## src/rtl/keypad_scanner.sv

```systemverilog
// +----------------------------------------------------------------------------+
// | keypad_scanner: 4x4 matrix keypad scan, debounce and key-code FIFO with a   |
// | CPU status/data read port. Optional auto-repeat: define KEYSCAN_REPEAT_EN.  |
// | Revision: 1.0                                                              |
// +----------------------------------------------------------------------------+
`default_nettype none

module keypad_scanner #(
  parameter int SCAN_DIV       = 1000,
  parameter int DEBOUNCE_SCANS = 4,
  parameter int FIFO_DEPTH     = 4,
  parameter int REPEAT_SCANS   = 50
) (
  input  logic       clk,
  input  logic       rst,
  output logic [3:0] rowwrite,
  input  logic [3:0] colread,
  input  logic       ack,
  input  logic       statusordata,
  output logic [3:0] keyout
);

  localparam int DIV_W = (SCAN_DIV > 1) ? $clog2(SCAN_DIV) : 1;
  localparam int CNT_W = $clog2(DEBOUNCE_SCANS + 1);
  localparam int PTR_W = $clog2(FIFO_DEPTH);
  localparam logic [DIV_W-1:0] c_div_last = DIV_W'(SCAN_DIV - 1);
  localparam logic [CNT_W-1:0] c_db_max   = CNT_W'(DEBOUNCE_SCANS);
  localparam logic [CNT_W-1:0] c_db_one   = CNT_W'(1);
  localparam logic [4:0]       c_none     = 5'b0_0000;
  localparam bit c_cfg_ok = (SCAN_DIV >= 2) && (DEBOUNCE_SCANS >= 1) &&
                            (FIFO_DEPTH >= 2) && ((FIFO_DEPTH & (FIFO_DEPTH - 1)) == 0) &&
                            (REPEAT_SCANS >= 1);

  // An illegal configuration instantiates a module that does not exist.
  if (!c_cfg_ok) begin : g_cfg_err
    keypad_scanner_illegal_parameters u_cfg_err ();
  end

  logic [3:0]       col_s1_q, col_s2_q;
  logic [DIV_W-1:0] div_q;
  logic [1:0]       row_q;
  logic             found_q;
  logic [3:0]       fcode_q;
  logic [4:0]       prev_q, prev_d;
  logic [4:0]       stable_q, stable_d;
  logic [CNT_W-1:0] cnt_q, cnt_d;
  logic             push_q, push_d;
  logic             ack_q;
  logic [3:0]       mem_q [FIFO_DEPTH];
  logic [PTR_W:0]   wr_ptr_q, rd_ptr_q;
  logic             ovf_q;

  logic       w_sample, w_frame_end, w_col_hit;
  logic [1:0] w_col_idx;
  logic [4:0] w_res;
  logic       w_empty, w_full, w_pop, w_push_ok;

  assign rowwrite    = ~(4'b0001 << row_q);
  assign w_sample    = (div_q == c_div_last);
  assign w_frame_end = w_sample && (row_q == 2'd3);
  assign w_col_hit   = ~&col_s2_q;

  always_comb begin
    w_col_idx = 2'd0;
    for (int c = 3; c >= 0; c--) begin
      if (!col_s2_q[c]) w_col_idx = 2'(c);
    end
  end

  // Rows are scanned in ascending order, so the first hit of a frame is the lowest code.
  always_comb begin
    w_res = c_none;
    if (found_q)        w_res = {1'b1, fcode_q};
    else if (w_col_hit) w_res = {1'b1, row_q, w_col_idx};
  end

`ifdef KEYSCAN_REPEAT_EN
  localparam int REP_W = $clog2(REPEAT_SCANS + 1);
  localparam logic [REP_W-1:0] c_rep_last = REP_W'(REPEAT_SCANS - 1);
  logic [REP_W-1:0] rep_q, rep_d;
`endif

  always_comb begin
    prev_d   = prev_q;
    stable_d = stable_q;
    cnt_d    = cnt_q;
    push_d   = 1'b0;
`ifdef KEYSCAN_REPEAT_EN
    rep_d    = rep_q;
`endif
    if (w_frame_end) begin
      prev_d = w_res;
      if (w_res == prev_q) cnt_d = (cnt_q == c_db_max) ? cnt_q : cnt_q + c_db_one;
      else                 cnt_d = c_db_one;
      if ((cnt_d == c_db_max) && (w_res != stable_q)) begin
        stable_d = w_res;
        push_d   = w_res[4];
`ifdef KEYSCAN_REPEAT_EN
        rep_d    = '0;
`endif
      end
`ifdef KEYSCAN_REPEAT_EN
      else if (stable_q[4]) begin
        if (rep_q == c_rep_last) begin
          rep_d  = '0;
          push_d = 1'b1;
        end else begin
          rep_d = rep_q + 1'b1;
        end
      end
`endif
    end
  end

  assign w_empty   = (wr_ptr_q == rd_ptr_q);
  assign w_full    = (wr_ptr_q[PTR_W] != rd_ptr_q[PTR_W]) &&
                     (wr_ptr_q[PTR_W-1:0] == rd_ptr_q[PTR_W-1:0]);
  assign w_pop     = ack && !ack_q && !w_empty;
  assign w_push_ok = push_q && (!w_full || w_pop);

  always_ff @(posedge clk) begin
    if (rst) begin
      col_s1_q <= 4'hF;
      col_s2_q <= 4'hF;
      div_q    <= '0;
      row_q    <= 2'd0;
      found_q  <= 1'b0;
      fcode_q  <= 4'h0;
      prev_q   <= c_none;
      stable_q <= c_none;
      cnt_q    <= '0;
      push_q   <= 1'b0;
      ack_q    <= 1'b0;
      wr_ptr_q <= '0;
      rd_ptr_q <= '0;
      ovf_q    <= 1'b0;
`ifdef KEYSCAN_REPEAT_EN
      rep_q    <= '0;
`endif
    end else begin
      col_s1_q <= colread;
      col_s2_q <= col_s1_q;
      if (w_sample) begin
        div_q <= '0;
        row_q <= row_q + 2'd1;
      end else begin
        div_q <= div_q + 1'b1;
      end
      if (w_frame_end) begin
        found_q <= 1'b0;
      end else if (w_sample && !found_q && w_col_hit) begin
        found_q <= 1'b1;
        fcode_q <= {row_q, w_col_idx};
      end
      prev_q   <= prev_d;
      stable_q <= stable_d;
      cnt_q    <= cnt_d;
      push_q   <= push_d;
      ack_q    <= ack;
`ifdef KEYSCAN_REPEAT_EN
      rep_q    <= rep_d;
`endif
      if (w_pop)       rd_ptr_q <= rd_ptr_q + 1'b1;
      if (w_push_ok)   wr_ptr_q <= wr_ptr_q + 1'b1;
      // A pop in the same cycle as a push onto a full FIFO makes room, so no overflow.
      if (w_pop)       ovf_q <= 1'b0;
      else if (push_q && w_full) ovf_q <= 1'b1;
    end
  end

  always_ff @(posedge clk) begin
    if (w_push_ok) mem_q[wr_ptr_q[PTR_W-1:0]] <= stable_q[3:0];
  end

  always_comb begin
    if (statusordata) keyout = {ovf_q, 2'b00, ~w_empty};
    else if (w_empty) keyout = 4'h0;
    else              keyout = mem_q[rd_ptr_q[PTR_W-1:0]];
  end

endmodule

`default_nettype wire

```

## config.mk

```make
export PLATFORM = sky130hd
export DESIGN_NAME = keypad_scanner
export DESIGN_NICKNAME = d
export VERILOG_FILES = /design/src/rtl/keypad_scanner.sv
export SDC_FILE = /design/constraint.sdc
export NUM_CORES = 1
export LEC_CHECK = 0
export BUFFER_PORTS_ARGS = -buffer_cell sky130_fd_sc_hd__buf_2
export CORE_MARGIN = 1.5
export CORE_UTILIZATION = 45
export CTS_BUF_LIST = sky130_fd_sc_hd__clkbuf_2
export CTS_CLUSTER_DIAMETER = 50
export DETAILED_ROUTE_END_ITERATION = 8
export PLACE_DENSITY = 0.68
export SLEW_MARGIN = 20
export SYNTH_ARGS = -nofsm -noshare
export SYNTH_HDL_FRONTEND = slang
export SYNTH_SLANG_ARGS = --single-unit
```

## constraint.sdc

```tcl
create_clock -name clk -period 6.5 [get_ports clk]
set_clock_uncertainty 0.2 [all_clocks]
set_input_delay 1.625 -clock clk [delete_from_list [all_inputs] [get_ports clk]]
set_output_delay 1.625 -clock clk [all_outputs]
set_load 0.005 [all_outputs]
```

# == Word-level counts from Yosys, hierarchy flattened ==
# Memory sizes are Yosys's and may differ from the RTL's. A register that Yosys moved wholly into a read port is not among the register bits.
# Index checks and enable logic that the tools add are counted.
# totals
ram_bits,16
output_inout_bits,8
wordCells,71
n_memories,1
register_bits,47
inputBits,8
# mem_list
name,words,width,rd,rd_clocked_by_memory_dff,wr,line_no,rtl
mem_q,4,4,1,1,1,49,logic [3:0] mem_q [FIFO_DEPTH];
# op_classes
n_eq_ne,9
addsub,5
shift,1
mux,15
n_bitwise,4
reduce_logical,22
# op_table
operator,count
2-to-1 mux 2 bit,6
"adder 10 x 1 -> 10 bit, second input constant",1
"== test 10 bit, second input constant",1
2-to-1 mux 5 bit,2
"adder 3 x 1 -> 3 bit, second input constant",3
logical AND 1 bit,9
2-to-1 mux 3 bit,3
2-to-1 mux 4 bit,2
"== test 3 bit, second input constant",2
OR reduction 2 bit,3
== test 5 bit,1
logical NOT 1 bit,5
inequality test 5 bit,1
NOT 4 bit,1
AND reduction 2 bit,2
AND reduction 4 bit,1
"<< shifter 1 x 2 -> 4 bit, first input constant",1
== test 3 bit,1
NOT 1 bit,3
OR reduction 3 bit,1
"adder 2 x 1 -> 2 bit, second input constant",1
== test 2 bit,1
"== test 2 bit, second input constant",1
2-to-1 mux 1 bit,2
other kinds (2),2

# == Depth between registers and ports, before layout ==
# depth
ltp_word,13
ltp_mapped,8
ltp_nobuf,8

# == Least setup slack after synthesis ==
# No wires, ideal clock.
# synth_timing
path_kind,input -> output
startpoint,input statusordata
endpoint,output keyout[1]
arrival_ps,1841
path_stages,1
slack_ps,2834
path_buffers,0
required_time_ps,4675
cell_sequence,nor3b_1
# synth_via
elab_chain_cells,1
# synth_rtl
element,line_no,rtl
start: declaration,19,"input logic statusordata,"
2-to-1 mux 4 bit,176,"if (statusordata) keyout = {ovf_q, 2'b00, ~w_empty};"
end: declaration,20,output logic [3:0] keyout
# Every way passes these cells.

# == Worst setup path after layout ==
# layout_timing
startpoint,input statusordata
endpoint,output keyout[2]
# The elaborated chain is that of the path after synthesis.

==> results_dict.tcl <==
set metrics [dict create \
    nets 324 \
    p_leak_uw 0.001214 \
    first_pass_iters 4 \
    timing.rr.end "stable_q[3]$_SDFFE_PP0P_" \
    fmax_mhz 256.0 \
    syn_area_per_cell_um2 10.50 \
    clk_pin_slew_worst_paths_ps 170 \
    initial_core_util_pct 47.04 \
    layout-drive-gt1-share_pct 18.45 \
    die_y_um 84.71 \
    rows 29 \
    cts.sinks 65 \
    arrival_ps 2080 \
    hold_viol 0 \
    synthMuxAreaShare_pct 5.165 \
    rsz0062_at_grt "no" \
    synth_top_family_by_area "simple AND/OR/NAND/NOR gates" \
    ys_types 53 \
    core_mm2 0.006386 \
    r2r_cells 6 \
    run_status "finished clean" \
    ir_drop_uv 191.4 \
    root_buffer "clkbuf_2" \
    dieArea_mm2 0.007175 \
    hp-class "reg2reg" \
    place.gp.congestion 0.7546 \
    synth_seq_cells 65 \
    grt_max_degree 42 \
    port_buffers 15 \
    viasPerCell 5.269 \
    cellPowerDensity_mw_per_mm2 227.6 \
    cp-endpoint "keyout[2]" \
    dpl.hpwl_um 3537 \
    synthAdderAreaFrac_pct 4.998 \
    totalWireLength_um 5073 \
    post_cts_resized 0 \
    critical_path.endpoint_type "output port" \
    syn_area_mm2 0.003004 \
    clock_latency_ps 500 \
    crit_fanout 5 \
    setup_tns_ps 0 \
    yosysSeqAreaShare_pct 48.65 \
    drv_cap 0 \
    placedInstanceArea_mm2 0.003139 \
    drc 0 \
    hold_buffers 0 \
    overflow 0 \
    cts_buffer_depth 2 \
    antenna_found_initial 0 \
    htreeDepth 3 \
    numCtsBuffers 9 \
    synthSimpleGateAreaFrac_pct 20.82 \
    num_antenna_cells 0 \
    synthesis.nets 306 \
    setup_violations 0 \
    grt_util_all_layers_pct 15.93 \
    drt_iter0_markers 66 \
    startpoint "statusordata" \
    synthCells 286 \
    grt_pass1_wl_um 8901 \
    finalCriticalPeriod_ps 3907 \
    worst_pin_slew_ps 760.4 \
    die_w_um 84.71 \
    finalCritPeriodShare_pct 60.10 \
    slew-limit-headroom_pct 49.31 \
    worstPathRequired_ps 4680 \
    ys_async_sr_fraction_pct 0 \
    synth_edf_count 16 \
    io_pins 16 \
    r2r_slack_ps 3770 \
    vias 2034 \
    reg2reg_from "found_q$_SDFFE_PP0P_" \
    synth-compound-area-share_pct 10.62 \
    finish.instance_area_mm2 0.003293 \
    cts_tree "built" \
    synth_xor_area_share_pct 6.414 \
    post_cts_buffers 0 \
    avgRoutedWirePerCell_um 13.14 \
    grt_pass1_vias 1916 \
    ant_nets 0 \
    yosys_warnings 0 \
    post-route-util_pct 51.57 \
    critPathKind "in2out" \
    start_kind "input pin" \
    synthFlopType "dfxtp_1" \
    slew_viol_final 0 \
    syn_to_final_growth_pct 9.621 \
]
[cell type report]
| type | instances | area [µm²] |
|---|---|---|
| tap | 77 | 96.34 |
| clock buffer | 9 | 45.04 |
| inverter | 15 | 56.30 |
| multi-input combinational | 197 | 1443 |
| timing repair buffer | 16 | 82.58 |
| sequential | 65 | 1461 |
| fill | 601 | 3093 |
| clock inverter | 7 | 108.9 |
[layout by cell type (no fill, tap or decap), drive strengths merged, types with 12 or more instances in the layout]
master and n:
nor2 36, inv 15, nor3 13, dfxtp 49, edfxtp 16, buf 16, a21oi 15, ha 12
nand2 13, xnor2 14
[critical path, stage by stage]
cell,delay [ps]
buf_2,120
nor3b_1,190
buf_2,140
[synthesized netlist by cell type (3+ instances only)]
| cell type | instances | area (µm²) |
|---|---|---|
| ha_1 | 12 | 150.1 |
| edfxtp_1 | 16 | 480.5 |
| nor3_2 | 3 | 30.03 |
| a211oi_1 | 4 | 30.03 |
| or2_2 | 9 | 56.30 |
| xor2_1 | 8 | 70.07 |
| nand3_1 | 4 | 20.02 |
| and2_1 | 5 | 31.28 |
| o21ai_0 | 4 | 20.02 |
| inv_1 | 15 | 56.30 |
| nand2b_1 | 4 | 25.02 |
| mux2i_1 | 5 | 50.05 |
| nor3b_1 | 3 | 22.52 |
| clkbuf_1 | 6 | 22.52 |
| nand2_1 | 13 | 48.80 |
| nor3_1 | 9 | 45.04 |
| dfxtp_1 | 49 | 980.9 |
| nand4_1 | 3 | 18.77 |
| and3_1 | 9 | 56.30 |
| nor2_1 | 36 | 135.1 |
| mux4_2 | 4 | 90.09 |
| xnor2_1 | 14 | 122.6 |
| a21oi_1 | 15 | 75.07 |
[worst min path at each step]
| stage | from | end | slack, ps | cells after the start |
|---|---|---|---|---|
| after floorplan | col_s1_q[0]$_SDFF_PP1_ | col_s2_q[0]$_SDFF_PP1_ | 190 | 1 |
| after global placement | col_s1_q[2]$_SDFF_PP1_ | col_s2_q[2]$_SDFF_PP1_ | 190 | 1 |
| after detailed placement | col_s1_q[3]$_SDFF_PP1_ | col_s2_q[3]$_SDFF_PP1_ | 200 | 1 |
| after CTS | col_s1_q[0]$_SDFF_PP1_ | col_s2_q[0]$_SDFF_PP1_ | 230 | 1 |
| after global routing | col_s1_q[0]$_SDFF_PP1_ | col_s2_q[0]$_SDFF_PP1_ | 240 | 1 |
| final | col_s1_q[0]$_SDFF_PP1_ | col_s2_q[0]$_SDFF_PP1_ | 220 | 1 |
[power breakdown]
group | internal [µW] | switching, µW | total [µW]
clock | 163 | 139 | 302
sequential | 416 | 2.71 | 419
combinational | 10.4 | 18.2 | 28.6
total | 590 | 160 | 750
[registers in the layout, summed over array words and instances, names as in the netlist, named ones only]
register  cells
mem_q        16
div_q        10
prev_q        5
stable_q      5
col_s1_q      4
col_s2_q      4
fcode_q       4
cnt_q         3
rd_ptr_q      3
wr_ptr_q      3
row_q         2
ack_q         1
found_q       1
ovf_q         1
push_q        1
[per-stage QoR]
step,total power (µW),hold WS (ps),setup WS (ps),instances
global placement,456.4,194.0,2612,370
finish,749.5,217.1,2593,386
global route,781.0,239.9,2519,386
floorplan,450.8,189.5,2834,286
detailed placement,456.9,195.2,2601,370
CTS,758.2,229.0,2594,386
[routing by layer]
layer  share of wire [%]  vias to the layer above  global-route usage [%]
li1                    -                     1043                       -
met3                 2.7                        9                   4.425
met2                  46                       26                   24.75
met4                 1.8                        0                   7.918
met5                   0                        -                       0
met1                  49                      956                   20.48
[logic make-up (layout without fill, tap and decap cells)]
| group | after synthesis | after routing |
|---|---|---|
| multiplexers | 10 | 10 |
| flip-flops | 65 | 65 |
| adder cells (fa/ha/maj) | 12 | 12 |
| AO/OA/AOI/OAI | 41 | 41 |
| buffers and inverters | 24 | 47 |
| XOR/XNOR | 22 | 22 |
| AND/OR/NAND/NOR | 112 | 112 |
No activity file was read; power rests on OpenSTA's default activity.
